[src/rtl/butterfly_stage_scheduler_if.sv]
// Issue-side bus of the radix-2 butterfly scheduler.
// The stall input exists only when SCHED_STALL_EN is defined.
interface butterfly_stage_scheduler_if #(
  parameter int unsigned LOGN       = 12,
  parameter int unsigned ADDR_WIDTH = 11
);
  localparam int unsigned SW = $clog2(LOGN + 1);

  logic                  start;
  logic                  is_fft;
  logic                  is_dif;
`ifdef SCHED_STALL_EN
  logic                  stall;
`endif
  logic                  busy;
  logic                  done;
  logic [SW-1:0]         stage;
  logic                  rd_valid;
  logic [ADDR_WIDTH-1:0] rd_addr_a;
  logic [ADDR_WIDTH-1:0] rd_addr_b;
  logic                  rd_bank_a;
  logic [LOGN-2:0]       tw_idx;
  logic                  dest_bank_a;
  logic                  dest_bank_b;
  logic [ADDR_WIDTH-1:0] dest_addr_a;
  logic [ADDR_WIDTH-1:0] dest_addr_b;
  logic                  valid_a;
  logic                  valid_b;

  modport master (
    output start, is_fft, is_dif,
`ifdef SCHED_STALL_EN
    output stall,
`endif
    input  busy, done, stage, rd_valid, rd_addr_a, rd_addr_b, rd_bank_a, tw_idx,
    input  dest_bank_a, dest_bank_b, dest_addr_a, dest_addr_b, valid_a, valid_b
  );

  modport slave (
    input  start, is_fft, is_dif,
`ifdef SCHED_STALL_EN
    input  stall,
`endif
    output busy, done, stage, rd_valid, rd_addr_a, rd_addr_b, rd_bank_a, tw_idx,
    output dest_bank_a, dest_bank_b, dest_addr_a, dest_addr_b, valid_a, valid_b
  );
endinterface

[src/rtl/butterfly_stage_scheduler.sv]
// Sequences one in-place radix-2 FFT/NTT over two parity-interleaved banks, one butterfly per cycle.
// Optional macro SCHED_STALL_EN adds a stall input that freezes issue and drain counting.
module butterfly_stage_scheduler #(
  parameter int unsigned LOGN       = 12,
  parameter int unsigned ADDR_WIDTH = 11,
  parameter int unsigned FFT_DRAIN  = 24,
  parameter int unsigned NTT_DRAIN  = 22
) (
  input  logic                        clk,
  input  logic                        rst_n,
  butterfly_stage_scheduler_if.slave  bus
);

  localparam int unsigned SW   = $clog2(LOGN + 1);
  localparam int unsigned JW   = LOGN - 1;
  localparam int unsigned DMAX = (FFT_DRAIN > NTT_DRAIN) ? FFT_DRAIN : NTT_DRAIN;
  localparam int unsigned CW   = (DMAX > 1) ? $clog2(DMAX) : 1;
  localparam logic [JW-1:0] J_LAST = '1;
  localparam logic [SW-1:0] S_LAST = SW'(LOGN - 1);

  typedef enum logic [1:0] {IDLE, ISSUE, DRAIN, DONE} state_t;

  typedef struct packed {
    logic [ADDR_WIDTH-1:0] addr_a;
    logic [ADDR_WIDTH-1:0] addr_b;
    logic                  bank_a;
    logic                  bank_b;
    logic [JW-1:0]         tw;
  } bfly_t;

  state_t        state;
  logic [JW-1:0] j;
  logic [CW-1:0] cnt;
  logic [SW-1:0] stage_q;
  logic          fft_q, dif_q, busy_q, done_q, valid_q;
  bfly_t         bf_q, bf_c;
  logic          stall_c;
  logic [SW-1:0] sel_stage_c;
  logic [JW-1:0] sel_j_c;
  logic          sel_dif_c;
  logic          drain_en_c;
  logic [CW-1:0] drain_last_c;

`ifdef SCHED_STALL_EN
  assign stall_c = bus.stall;
`else
  assign stall_c = 1'b0;
`endif

  // Operand pair, banks and twiddle for butterfly jj of stage s.
  function automatic bfly_t calc(input logic [SW-1:0] s, input logic [JW-1:0] jj, input logic dif);
    logic [SW-1:0]   lh;
    logic [LOGN-1:0] hm, i0, i1;
    bfly_t           r;
    lh       = dif ? (S_LAST - s) : s;
    hm       = (LOGN'(1) << lh) - LOGN'(1);
    i0       = ((LOGN'(jj) >> lh) << (lh + SW'(1))) | (LOGN'(jj) & hm);
    i1       = i0 | (LOGN'(1) << lh);
    r.addr_a = ADDR_WIDTH'(i0 >> 1);
    r.addr_b = ADDR_WIDTH'(i1 >> 1);
    r.bank_a = ^i0;
    r.bank_b = ^i1;
    r.tw     = JW'((LOGN'(jj) & hm) << (S_LAST - lh));
    return r;
  endfunction

  // Drain length of the latched transform type; a zero drain chains stages directly.
  always_comb begin
    drain_en_c   = fft_q ? (FFT_DRAIN != 0) : (NTT_DRAIN != 0);
    drain_last_c = fft_q ? (CW'(FFT_DRAIN) - CW'(1)) : (CW'(NTT_DRAIN) - CW'(1));
  end

  // Butterfly that would be issued at the coming edge, if the FSM issues one.
  always_comb begin
    sel_stage_c = stage_q + 1'b1;
    sel_j_c     = '0;
    sel_dif_c   = dif_q;
    if (state == IDLE) begin
      sel_stage_c = '0;
      sel_dif_c   = bus.is_dif;
    end else if (state == ISSUE && j != J_LAST) begin
      sel_stage_c = stage_q;
      sel_j_c     = j + 1'b1;
    end
    bf_c = calc(sel_stage_c, sel_j_c, sel_dif_c);
  end

  always_ff @(posedge clk or negedge rst_n) begin
    if (!rst_n) begin
      state   <= IDLE;
      j       <= '0;
      cnt     <= '0;
      stage_q <= '0;
      fft_q   <= 1'b0;
      dif_q   <= 1'b0;
      busy_q  <= 1'b0;
      done_q  <= 1'b0;
      valid_q <= 1'b0;
      bf_q    <= '0;
    end else begin
      done_q <= 1'b0;
      unique case (state)
        IDLE: if (bus.start) begin
          state   <= ISSUE;
          busy_q  <= 1'b1;
          fft_q   <= bus.is_fft;
          dif_q   <= bus.is_dif;
          j       <= '0;
          stage_q <= '0;
          bf_q    <= bf_c;
          valid_q <= 1'b1;
        end
        ISSUE: begin
          if (stall_c) begin
            valid_q <= 1'b0;
          end else if (j != J_LAST) begin
            j       <= j + 1'b1;
            bf_q    <= bf_c;
            valid_q <= 1'b1;
          end else if (drain_en_c) begin
            state   <= DRAIN;
            cnt     <= '0;
            valid_q <= 1'b0;
          end else if (stage_q != S_LAST) begin
            stage_q <= stage_q + 1'b1;
            j       <= '0;
            bf_q    <= bf_c;
            valid_q <= 1'b1;
          end else begin
            state   <= DONE;
            done_q  <= 1'b1;
            valid_q <= 1'b0;
          end
        end
        DRAIN: if (!stall_c) begin
          if (cnt != drain_last_c) begin
            cnt <= cnt + 1'b1;
          end else if (stage_q != S_LAST) begin
            state   <= ISSUE;
            stage_q <= stage_q + 1'b1;
            j       <= '0;
            bf_q    <= bf_c;
            valid_q <= 1'b1;
          end else begin
            state  <= DONE;
            done_q <= 1'b1;
          end
        end
        DONE: begin
          state   <= IDLE;
          busy_q  <= 1'b0;
          stage_q <= '0;
        end
        default: state <= IDLE;
      endcase
    end
  end

  // In-place update: destinations mirror the read side.
  assign bus.busy        = busy_q;
  assign bus.done        = done_q;
  assign bus.stage       = stage_q;
  assign bus.rd_valid    = valid_q;
  assign bus.valid_a     = valid_q;
  assign bus.valid_b     = valid_q;
  assign bus.rd_addr_a   = bf_q.addr_a;
  assign bus.rd_addr_b   = bf_q.addr_b;
  assign bus.dest_addr_a = bf_q.addr_a;
  assign bus.dest_addr_b = bf_q.addr_b;
  assign bus.rd_bank_a   = bf_q.bank_a;
  assign bus.dest_bank_a = bf_q.bank_a;
  assign bus.dest_bank_b = bf_q.bank_b;
  assign bus.tw_idx      = bf_q.tw;

endmodule
[src/flat_wrapper.sv]
// flat-port wrapper written by rule: the top's interface ports become plain ports
module butterfly_stage_scheduler_flat 
#(
  parameter int unsigned LOGN       = 12,
  parameter int unsigned ADDR_WIDTH = 11,
  parameter int unsigned FFT_DRAIN  = 24,
  parameter int unsigned NTT_DRAIN  = 22
)
  (clk, rst_n, bus_start, bus_is_fft, bus_is_dif, bus_busy, bus_done, bus_stage, bus_rd_valid, bus_rd_addr_a, bus_rd_addr_b, bus_rd_bank_a, bus_tw_idx, bus_dest_bank_a, bus_dest_bank_b, bus_dest_addr_a, bus_dest_addr_b, bus_valid_a, bus_valid_b);
  butterfly_stage_scheduler_if #(.LOGN(LOGN), .ADDR_WIDTH(ADDR_WIDTH)) bus_i ();
  input  logic clk;
  input  logic rst_n;
  input wire logic [$bits(bus_i.start)-1:0] bus_start;
  input wire logic [$bits(bus_i.is_fft)-1:0] bus_is_fft;
  input wire logic [$bits(bus_i.is_dif)-1:0] bus_is_dif;
  output wire logic [$bits(bus_i.busy)-1:0] bus_busy;
  output wire logic [$bits(bus_i.done)-1:0] bus_done;
  output wire logic [$bits(bus_i.stage)-1:0] bus_stage;
  output wire logic [$bits(bus_i.rd_valid)-1:0] bus_rd_valid;
  output wire logic [$bits(bus_i.rd_addr_a)-1:0] bus_rd_addr_a;
  output wire logic [$bits(bus_i.rd_addr_b)-1:0] bus_rd_addr_b;
  output wire logic [$bits(bus_i.rd_bank_a)-1:0] bus_rd_bank_a;
  output wire logic [$bits(bus_i.tw_idx)-1:0] bus_tw_idx;
  output wire logic [$bits(bus_i.dest_bank_a)-1:0] bus_dest_bank_a;
  output wire logic [$bits(bus_i.dest_bank_b)-1:0] bus_dest_bank_b;
  output wire logic [$bits(bus_i.dest_addr_a)-1:0] bus_dest_addr_a;
  output wire logic [$bits(bus_i.dest_addr_b)-1:0] bus_dest_addr_b;
  output wire logic [$bits(bus_i.valid_a)-1:0] bus_valid_a;
  output wire logic [$bits(bus_i.valid_b)-1:0] bus_valid_b;
  assign bus_i.start = bus_start;
  assign bus_i.is_fft = bus_is_fft;
  assign bus_i.is_dif = bus_is_dif;
  assign bus_busy = bus_i.busy;
  assign bus_done = bus_i.done;
  assign bus_stage = bus_i.stage;
  assign bus_rd_valid = bus_i.rd_valid;
  assign bus_rd_addr_a = bus_i.rd_addr_a;
  assign bus_rd_addr_b = bus_i.rd_addr_b;
  assign bus_rd_bank_a = bus_i.rd_bank_a;
  assign bus_tw_idx = bus_i.tw_idx;
  assign bus_dest_bank_a = bus_i.dest_bank_a;
  assign bus_dest_bank_b = bus_i.dest_bank_b;
  assign bus_dest_addr_a = bus_i.dest_addr_a;
  assign bus_dest_addr_b = bus_i.dest_addr_b;
  assign bus_valid_a = bus_i.valid_a;
  assign bus_valid_b = bus_i.valid_b;
  butterfly_stage_scheduler #(.LOGN(LOGN), .ADDR_WIDTH(ADDR_WIDTH), .FFT_DRAIN(FFT_DRAIN), .NTT_DRAIN(NTT_DRAIN)) u_core (.clk(clk), .rst_n(rst_n), .bus(bus_i));
endmodule
[config.mk]
export PLATFORM = sky130hd
export DESIGN_NAME = butterfly_stage_scheduler_flat
export DESIGN_NICKNAME = d
export VERILOG_FILES = /design/src/rtl/butterfly_stage_scheduler_if.sv /design/src/rtl/butterfly_stage_scheduler.sv /design/src/flat_wrapper.sv
export SDC_FILE = /design/constraint.sdc
export NUM_CORES = 1
export LEC_CHECK = 0
export CAP_MARGIN = 20
export CORE_UTILIZATION = 55
export DETAILED_ROUTE_END_ITERATION = 7
export PLACE_DENSITY = 0.81
export SYNTH_ARGS = -nofsm -noshare
export SYNTH_HDL_FRONTEND = slang
export SYNTH_SLANG_ARGS = --single-unit
[constraint.sdc]
create_clock -name clk -period 6.7 [get_ports clk]
set_input_delay 1.34 -clock clk [delete_from_list [all_inputs] [get_ports clk]]
set_output_delay 1.34 -clock clk [all_outputs]
set_load 0.1 [all_outputs]
# Word level (Yosys, flattened, before mapping)
# Cells that the tools add are included.
[totals]
regBits = 62
latch_bits = 0
mem_bits_rw = 0
rom_bits = 0
input_bits = 5
output_inout_bits = 67
word_cells = 93
mem_count = 0
[classes]
n_addsub = 7
n_mul = 0
div_mod_pow = 0
order_cmp = 0
n_eq_ne = 12
shifts = 4
muxes = 38
bitwise = 4
reduce_logical = 14
[op_table]
columns = ["cell", "n"]
rows = [
  ["$mux W35", 4],
  ["$pmux W35 S3", 1],
  ["$mux W11", 6],
  ["$pmux W11 S3", 1],
  ["$mux W4", 6],
  ["$or A12 B12 Y12", 2],
  ["$reduce_xor A12 Y1", 2],
  ["$and A11 B12 Y12", 1],
  ["$pmux W4 S3", 1],
  ["$shl A1 B4 Y12 const A", 1],
  ["$shl A12 B4 Y11", 1],
  ["$shl A12 B4 Y12", 1],
  ["$shr A11 B4 Y12", 1],
  ["$sub A12 B2 Y12 const B", 1],
  ["$add A11 B1 Y11 const B", 1],
  ["$ne A11 B11 Y1 const B", 1],
  ["$mux W2", 5],
  ["$mux W5", 2],
  ["$pmux W5 S2", 1],
  ["$add A4 B1 Y4 const B", 2],
  ["$mux W1", 8],
  ["$ne A2 B2 Y1 const B", 4],
  ["$pmux W2 S4", 1],
  ["$reduce_and A4 Y1", 2],
  ["17 further kinds", 23],
]

# Depth between registers and ports, before layout
# Gate-level depths: netlist of the first run.
[logic_depth]
ltp_word = 15
mapped_depth = 23

# Least setup slack after synthesis of the first run
# Ideal clock, no wire load.
[synth_path]
path_kind = "register to register"
start = "register u_core.stage_q[0] (netlist: u_core.bus.stage[0])"
end = "register u_core.bf_q (netlist bit u_core.bus.dest_bank_a)"
t_arrival_ps = 5025
setup_slack_ps = 1545
stages_incl_launch_ff = 20
n_path_buf = 1
path_cell_list = "dfrtp_1 > ha_1 > nand2_1 > nor4_1 > o211ai_1 > o41ai_2 > clkbuf_1 > nand4_1 > ha_1 > inv_1 > a41oi_1 > nand2_1 > mux2_2 > o211a_1 > a31oi_2 > xor2_1 > xnor2_1 > xnor3_1 > xnor2_1 > o21ai_1"
[synth_between]
elab_chain_cells = 13
elab_cells_between_ends = 21
cone_classes = "add/sub: 4; eq/ne: 2; shift: 3; mux: 8; bitwise: 2; reduce/logical: 2"
[synth_rtl]
columns = ["item", "line", "text"]
rows = [
  ["start: declaration", "butterfly_stage_scheduler.sv:34", "logic [SW-1:0] stage_q;"],
  ["start signal: assignment", "butterfly_stage_scheduler.sv:125", "stage_q <= stage_q + 1'b1;"],
  ["start signal: assignment", "butterfly_stage_scheduler.sv:140", "stage_q <= stage_q + 1'b1;"],
  ["$add A4 B1 Y4", "butterfly_stage_scheduler.sv:75", "sel_stage_c = stage_q + 1'b1;"],
  ["$mux W4", "butterfly_stage_scheduler.sv:81", "end else if (state == ISSUE && j != J_LAST) begin"],
  ["$mux W4", "butterfly_stage_scheduler.sv:78", "if (state == IDLE) begin"],
  ["$sub A4 B4 Y4", "butterfly_stage_scheduler.sv:55", "lh = dif ? (S_LAST - s) : s;"],
  ["$mux W4", "butterfly_stage_scheduler.sv:55", ""],
  ["$shl A1 B4 Y12", "butterfly_stage_scheduler.sv:56", "hm = (LOGN'(1) << lh) - LOGN'(1);"],
  ["$sub A12 B2 Y12", "butterfly_stage_scheduler.sv:56", ""],
  ["$and A11 B12 Y12", "butterfly_stage_scheduler.sv:57", "i0 = ((LOGN'(jj) >> lh) << (lh + SW'(1))) | (LOGN'(jj) & hm);"],
  ["$or A12 B12 Y12", "butterfly_stage_scheduler.sv:57", ""],
  ["$reduce_xor A12 Y1", "butterfly_stage_scheduler.sv:61", "r.bank_a = ^i0;"],
  ["$mux W35", "butterfly_stage_scheduler.sv:138", "end else if (stage_q != S_LAST) begin"],
  ["$mux W35", "butterfly_stage_scheduler.sv:136", "if (cnt != drain_last_c) begin"],
  ["$pmux W35 S3", "butterfly_stage_scheduler.sv:102", "unique case (state)"],
  ["end signal: assignment", "butterfly_stage_scheduler.sv:99", "bf_q <= '0;"],
  ["end signal: assignment", "butterfly_stage_scheduler.sv:110", "bf_q <= bf_c;"],
  ["end signal: assignment", "butterfly_stage_scheduler.sv:142", "bf_q <= bf_c;"],
  ["end: declaration", "butterfly_stage_scheduler.sv:36", "bfly_t bf_q, bf_c;"],
]
# Parallel ways exist; a longest one is shown, timed or not. The select of a mux whose other input is x is not followed.
# A chain may end at the register's enable or synchronous reset.

# Worst setup path after layout of the first run
[layout_path]
start = "register u_core.state[1]"
end = "register u_core.bf_q (netlist bit u_core.bus.dest_bank_b)"
[layout_between]
elab_chain_cells = 15
elab_cells_between_ends = 31
cone_classes = "add/sub: 3; eq/ne: 6; shift: 3; mux: 11; bitwise: 3; reduce/logical: 5"
[layout_rtl]
columns = ["item", "line", "text"]
rows = [
  ["start: declaration", "butterfly_stage_scheduler.sv:31", "state_t state;"],
  ["start signal: assignment", "butterfly_stage_scheduler.sv:90", "state <= IDLE;"],
  ["start signal: assignment", "butterfly_stage_scheduler.sv:104", "state <= ISSUE;"],
  ["start signal: assignment", "butterfly_stage_scheduler.sv:121", "state <= DRAIN;"],
  ["$eq A2 B1 Y1", "butterfly_stage_scheduler.sv:81, butterfly_stage_scheduler.sv:102", ""],
  ["$logic_and A1 B1 Y1", "butterfly_stage_scheduler.sv:81", ""],
  ["$mux W4", "butterfly_stage_scheduler.sv:81", ""],
  ["$mux W4", "butterfly_stage_scheduler.sv:78", ""],
  ["$sub A4 B4 Y4", "butterfly_stage_scheduler.sv:55", ""],
  ["$mux W4", "butterfly_stage_scheduler.sv:55", ""],
  ["$shl A1 B4 Y12", "butterfly_stage_scheduler.sv:56, butterfly_stage_scheduler.sv:58", ""],
  ["$sub A12 B2 Y12", "butterfly_stage_scheduler.sv:56", ""],
  ["$and A11 B12 Y12", "butterfly_stage_scheduler.sv:57", ""],
  ["$or A12 B12 Y12", "butterfly_stage_scheduler.sv:57", ""],
  ["$or A12 B12 Y12", "butterfly_stage_scheduler.sv:58", "i1 = i0 | (LOGN'(1) << lh);"],
  ["$reduce_xor A12 Y1", "butterfly_stage_scheduler.sv:62", "r.bank_b = ^i1;"],
  ["$mux W35", "butterfly_stage_scheduler.sv:138", ""],
  ["$mux W35", "butterfly_stage_scheduler.sv:136", ""],
  ["$pmux W35 S3", "butterfly_stage_scheduler.sv:102", ""],
]
# Parallel ways exist; a longest one is shown, timed or not. The select of a mux whose other input is x is not followed.

==> results of run 1 <==
## kinds of logic after synthesis
kind of cell	share of synthesized area, %
simple gates	23.93
compound gates	30.08
buf+inv	7.776
flops	27.55
xor+xnor	4.999
mux	3.444
fa+ha+maj	2.222
## registers in the layout (all words and copies together), names as in the netlist, 2 cells and up
name / flops
u_core.bus.dest_addr_a: 11
u_core.bus.tw_idx: 11
u_core.cnt: 5
u_core.bus.dest_addr_b: 11
u_core.state: 2
u_core.j: 11
u_core.bus.stage: 4
## routing by layer
layer / routed length, um / global-route usage, %
met1: 7804 / 50.36
met2: 8268 / 55.64
met3: 2073 / 10.01
met4: 548 / 14.84
met5: 0 / 0
## layout by cell type, fill, tap and decap left out, drive strengths merged, types with 5 or more instances in the layout
cell type / count
a21oi: 29
a22o: 9
nor2b: 5
nor3: 19
o21ai: 56
o211a: 6
o31ai: 6
or2: 9
o221ai: 5
nor2: 66
nand2b: 10
o22ai: 8
o21a: 8
clkdlybuf4s50: 70
mux2i: 11
mux2: 6
a221oi: 9
nand3: 21
clkbuf: 13
a31oi: 19
o211ai: 7
ha: 10
a22oi: 6
nand4: 12
inv: 16
xor2: 12
xnor2: 15
nor4: 7
dfrtp: 62
nand2: 114
a211oi: 14
buf: 18
## area by class of cell
class / count / share of cell area [%]
clock buffer: 13 / 2.602
multi-input combinational: 567 / 56.17
sequential: 62 / 23.90
tap: 133 / 2.564
clock inverter: 3 / 1.002
timing repair buffer: 88 / 12.84
inverter: 16 / 0.9252
## cell usage after synthesis, types with 5 or more instances
cell type  instances  area share, %
a221oi_1           8            1.2
a21oi_1           27            2.4
buf_2              8           0.71
nand4_1           10            1.1
o221ai_1           5           0.78
xor2_1            12            1.9
ha_1              10            2.2
clkbuf_1          27            1.8
a31oi_1           17            1.9
o31ai_1            6           0.80
buf_4             27            3.6
nand3_1           21            1.9
a211oi_1          12            1.6
xnor2_1           15            2.3
o22ai_1            8           0.89
nor2b_1            5           0.56
nor4_1             6           0.67
nor2_1            65            4.3
o21a_1             8            1.1
o21ai_1            5           0.44
mux2i_1           10            1.8
dfrtp_1           62             28
o211a_1            6            1.1
o21ai_0           50            4.4
inv_1             15            1.0
o211ai_1           7           0.93
or2_2              6           0.67
mux2_2             5            1.0
nand2_1          114            7.6
a22oi_1            5           0.67
nand2b_1          10            1.1
a22o_1             9            1.4
nor3_1            19            1.7
## worst max path at each step
stage	startpoint	endpoint	slack, ns
finish	u_core.state[1]	u_core.bus.dest_bank_b	0.52
CTS	u_core.state[1]	u_core.bus.dest_bank_b	0.69
floorplan	u_core.bus.stage[0]	u_core.bus.dest_bank_a	1.55
global placement	bus_is_dif	u_core.bus.dest_bank_a	0.81
global route	u_core.state[1]	u_core.bus.dest_bank_b	0.31
detailed placement	u_core.state[1]	u_core.bus.dest_bank_b	0.73
## worst max-delay path: stages, from the launching register on
cell and delay [ns]:
dfrtp_1 0.44, inv_1 0.11, ha_1 0.65, inv_1 0.32, a41oi_2 0.72, o32ai_1 0.21, a211oi_2 0.27, buf_4 0.22
inv_1 0.15, ha_1 0.53, inv_1 0.25, nor2_2 0.37, a21oi_4 0.15, xnor2_1 0.40, o22ai_1 0.15, a211oi_1 0.40
xnor2_1 0.22, xnor3_1 0.36, o21ai_1 0.15
## metrics by stage
| stage | util (%) | hold WS (ns) | cells | setup slack (ns) |
|---|---|---|---|---|
| after CTS | 65.80 | 0.4851 | 882 | 0.6905 |
| after floorplan | - | 0.4995 | 712 | 1.545 |
| after global routing | 65.80 | 0.5070 | 882 | 0.3065 |
| after global placement | 63.43 | 0.4625 | 866 | 0.8127 |
| after detailed placement | 63.43 | 0.4696 | 866 | 0.7315 |
| final | 65.80 | 0.4764 | 882 | 0.5207 |
==> flow_summary.ini, run 1 <==
[cts]
cts_tree = built
clkTransAtPathRegs_ns = 0.07
root_buffer = clkbuf_8
worstSkewPairLatency_ns = 0.37
numCtsBuffers = 9
htree_levels = 3
post_cts_buffers = 0
cts.path.max_buffers = 2
ctsHoldBuffers = 0
clock_sinks = 62
postCtsResizedCells = 0

[critical_path]
startpoint_type = register
crit_arrival_ns = 6.46
r2r_slack_ns = 0.52
r2r_end = u_core.bus.dest_bank_b
critPathMaxFanout = 17
r2r_cells = 18
r2r-start = u_core.state[1]
path_class = register to register
required_ns = 6.98
end_kind = register

[route]
drtAntennaViolNets = 0
drtPass1Iterations = 7
post_drt_wl_per_cell_um = 21.20
totalWireLength_mm = 18.69
viasPerCell = 6.776
drtIter0Drc = 674
num_vias = 5976
drc = 0

[global_routing]
grt_max_degree = 63
grt_antenna_before_repair = 0
grt_pass1_vias = 5466
gr-total-overflow = 0
grt_usage_pct = 37.00
grt_pass1_wl_mm = 29.50

[timing]
hold_viol = 0
fin_tns_setup_ns = 0
slew_viol_final = 0
period_share_pct = 92.23
setup_viol = 0
rsz0062_at_grt = no
fin_skew_ns = 0.009194
period_needed_ns = 6.179
worst-slew-pin-transition_ns = 0.9891
max_freq_ghz = 0.1618
slew_headroom_pct = 33.85

[die]
ioPinCount = 72
floorplan.initialDensity_pct = 57.09
die_width_um = 103.2
die-height_um = 103.2
die-area_sq_um = 10650
num_rows = 36
core_region_area_sq_um = 9864

[synth]
synth.distinct_cells = 85
synthesis.area_sq_um = 5632
synth_edf_count = 0
synth_nets = 727
ys_ff_latch = 62
async_reset_ff_share_pct = 100.0
syn_avg_cell_area_sq_um = 7.910
yosysSeqAreaShare_pct = 27.55
yosys_warnings = 0
syn-instance-count = 712
synth_ff_type = dfrtp_1

[flow_run]
maxCapViolations = 0

[layout]
syn2layout_area_growth_pct = 15.26
diodes = 0
multi_input_comb_area_sq_um = 3646
drive_gt1_share_pct = 9.346
fillers = 810
layout.nets = 759
regArea_sq_um = 1551
fin_area_sq_um = 6491

[placed_design]
placed_cell_area_sq_um = 6257
globalplace.congestion = 1.027
io_buffers = 71
dp_hpwl_mm = 13.93

[worst_hold_path]
hold_end = u_core.bus.tw_idx[0]
hold_path.class = register to register
hold_start = u_core.bus.tw_idx[0]
holdPathStages = 2

[run_status]
status = finished, final reports clean
Power of run 1 is left out: the tool's default activity adds up to more than one toggle a clock period on the data nets, which glitch-free logic cannot reach.
==> run 2: changes to the inputs <==
Settings changed: TNS_END_PERCENT set to 5.
==> results of run 2 <==
Final layout, timing and power as in run 1 (identical DEF).
Power of run 2 is left out for the same reason.
==> run 3: changes to the inputs <==
--- a/config.mk
+++ b/config.mk
@@ -10,4 +10,5 @@
 export DETAILED_ROUTE_END_ITERATION = 7
 export PLACE_DENSITY = 0.81
+export SETUP_SLACK_MARGIN = 0.15
 export SYNTH_ARGS = -nofsm -noshare
 export SYNTH_HDL_FRONTEND = slang
==> constraint.sdc (replaced) <==
create_clock -name clk -period 6.7 [get_ports clk]
set_input_delay 1.34 -clock clk [delete_from_list [all_inputs] [get_ports clk]]
set_output_delay 1.34 -clock clk [all_outputs]
set_load 0.05 [all_outputs]
==> results of run 3 <==
The final DEF is identical to that of run 1. Status: finished, final reports clean.
Power of run 3 is left out for the same reason.
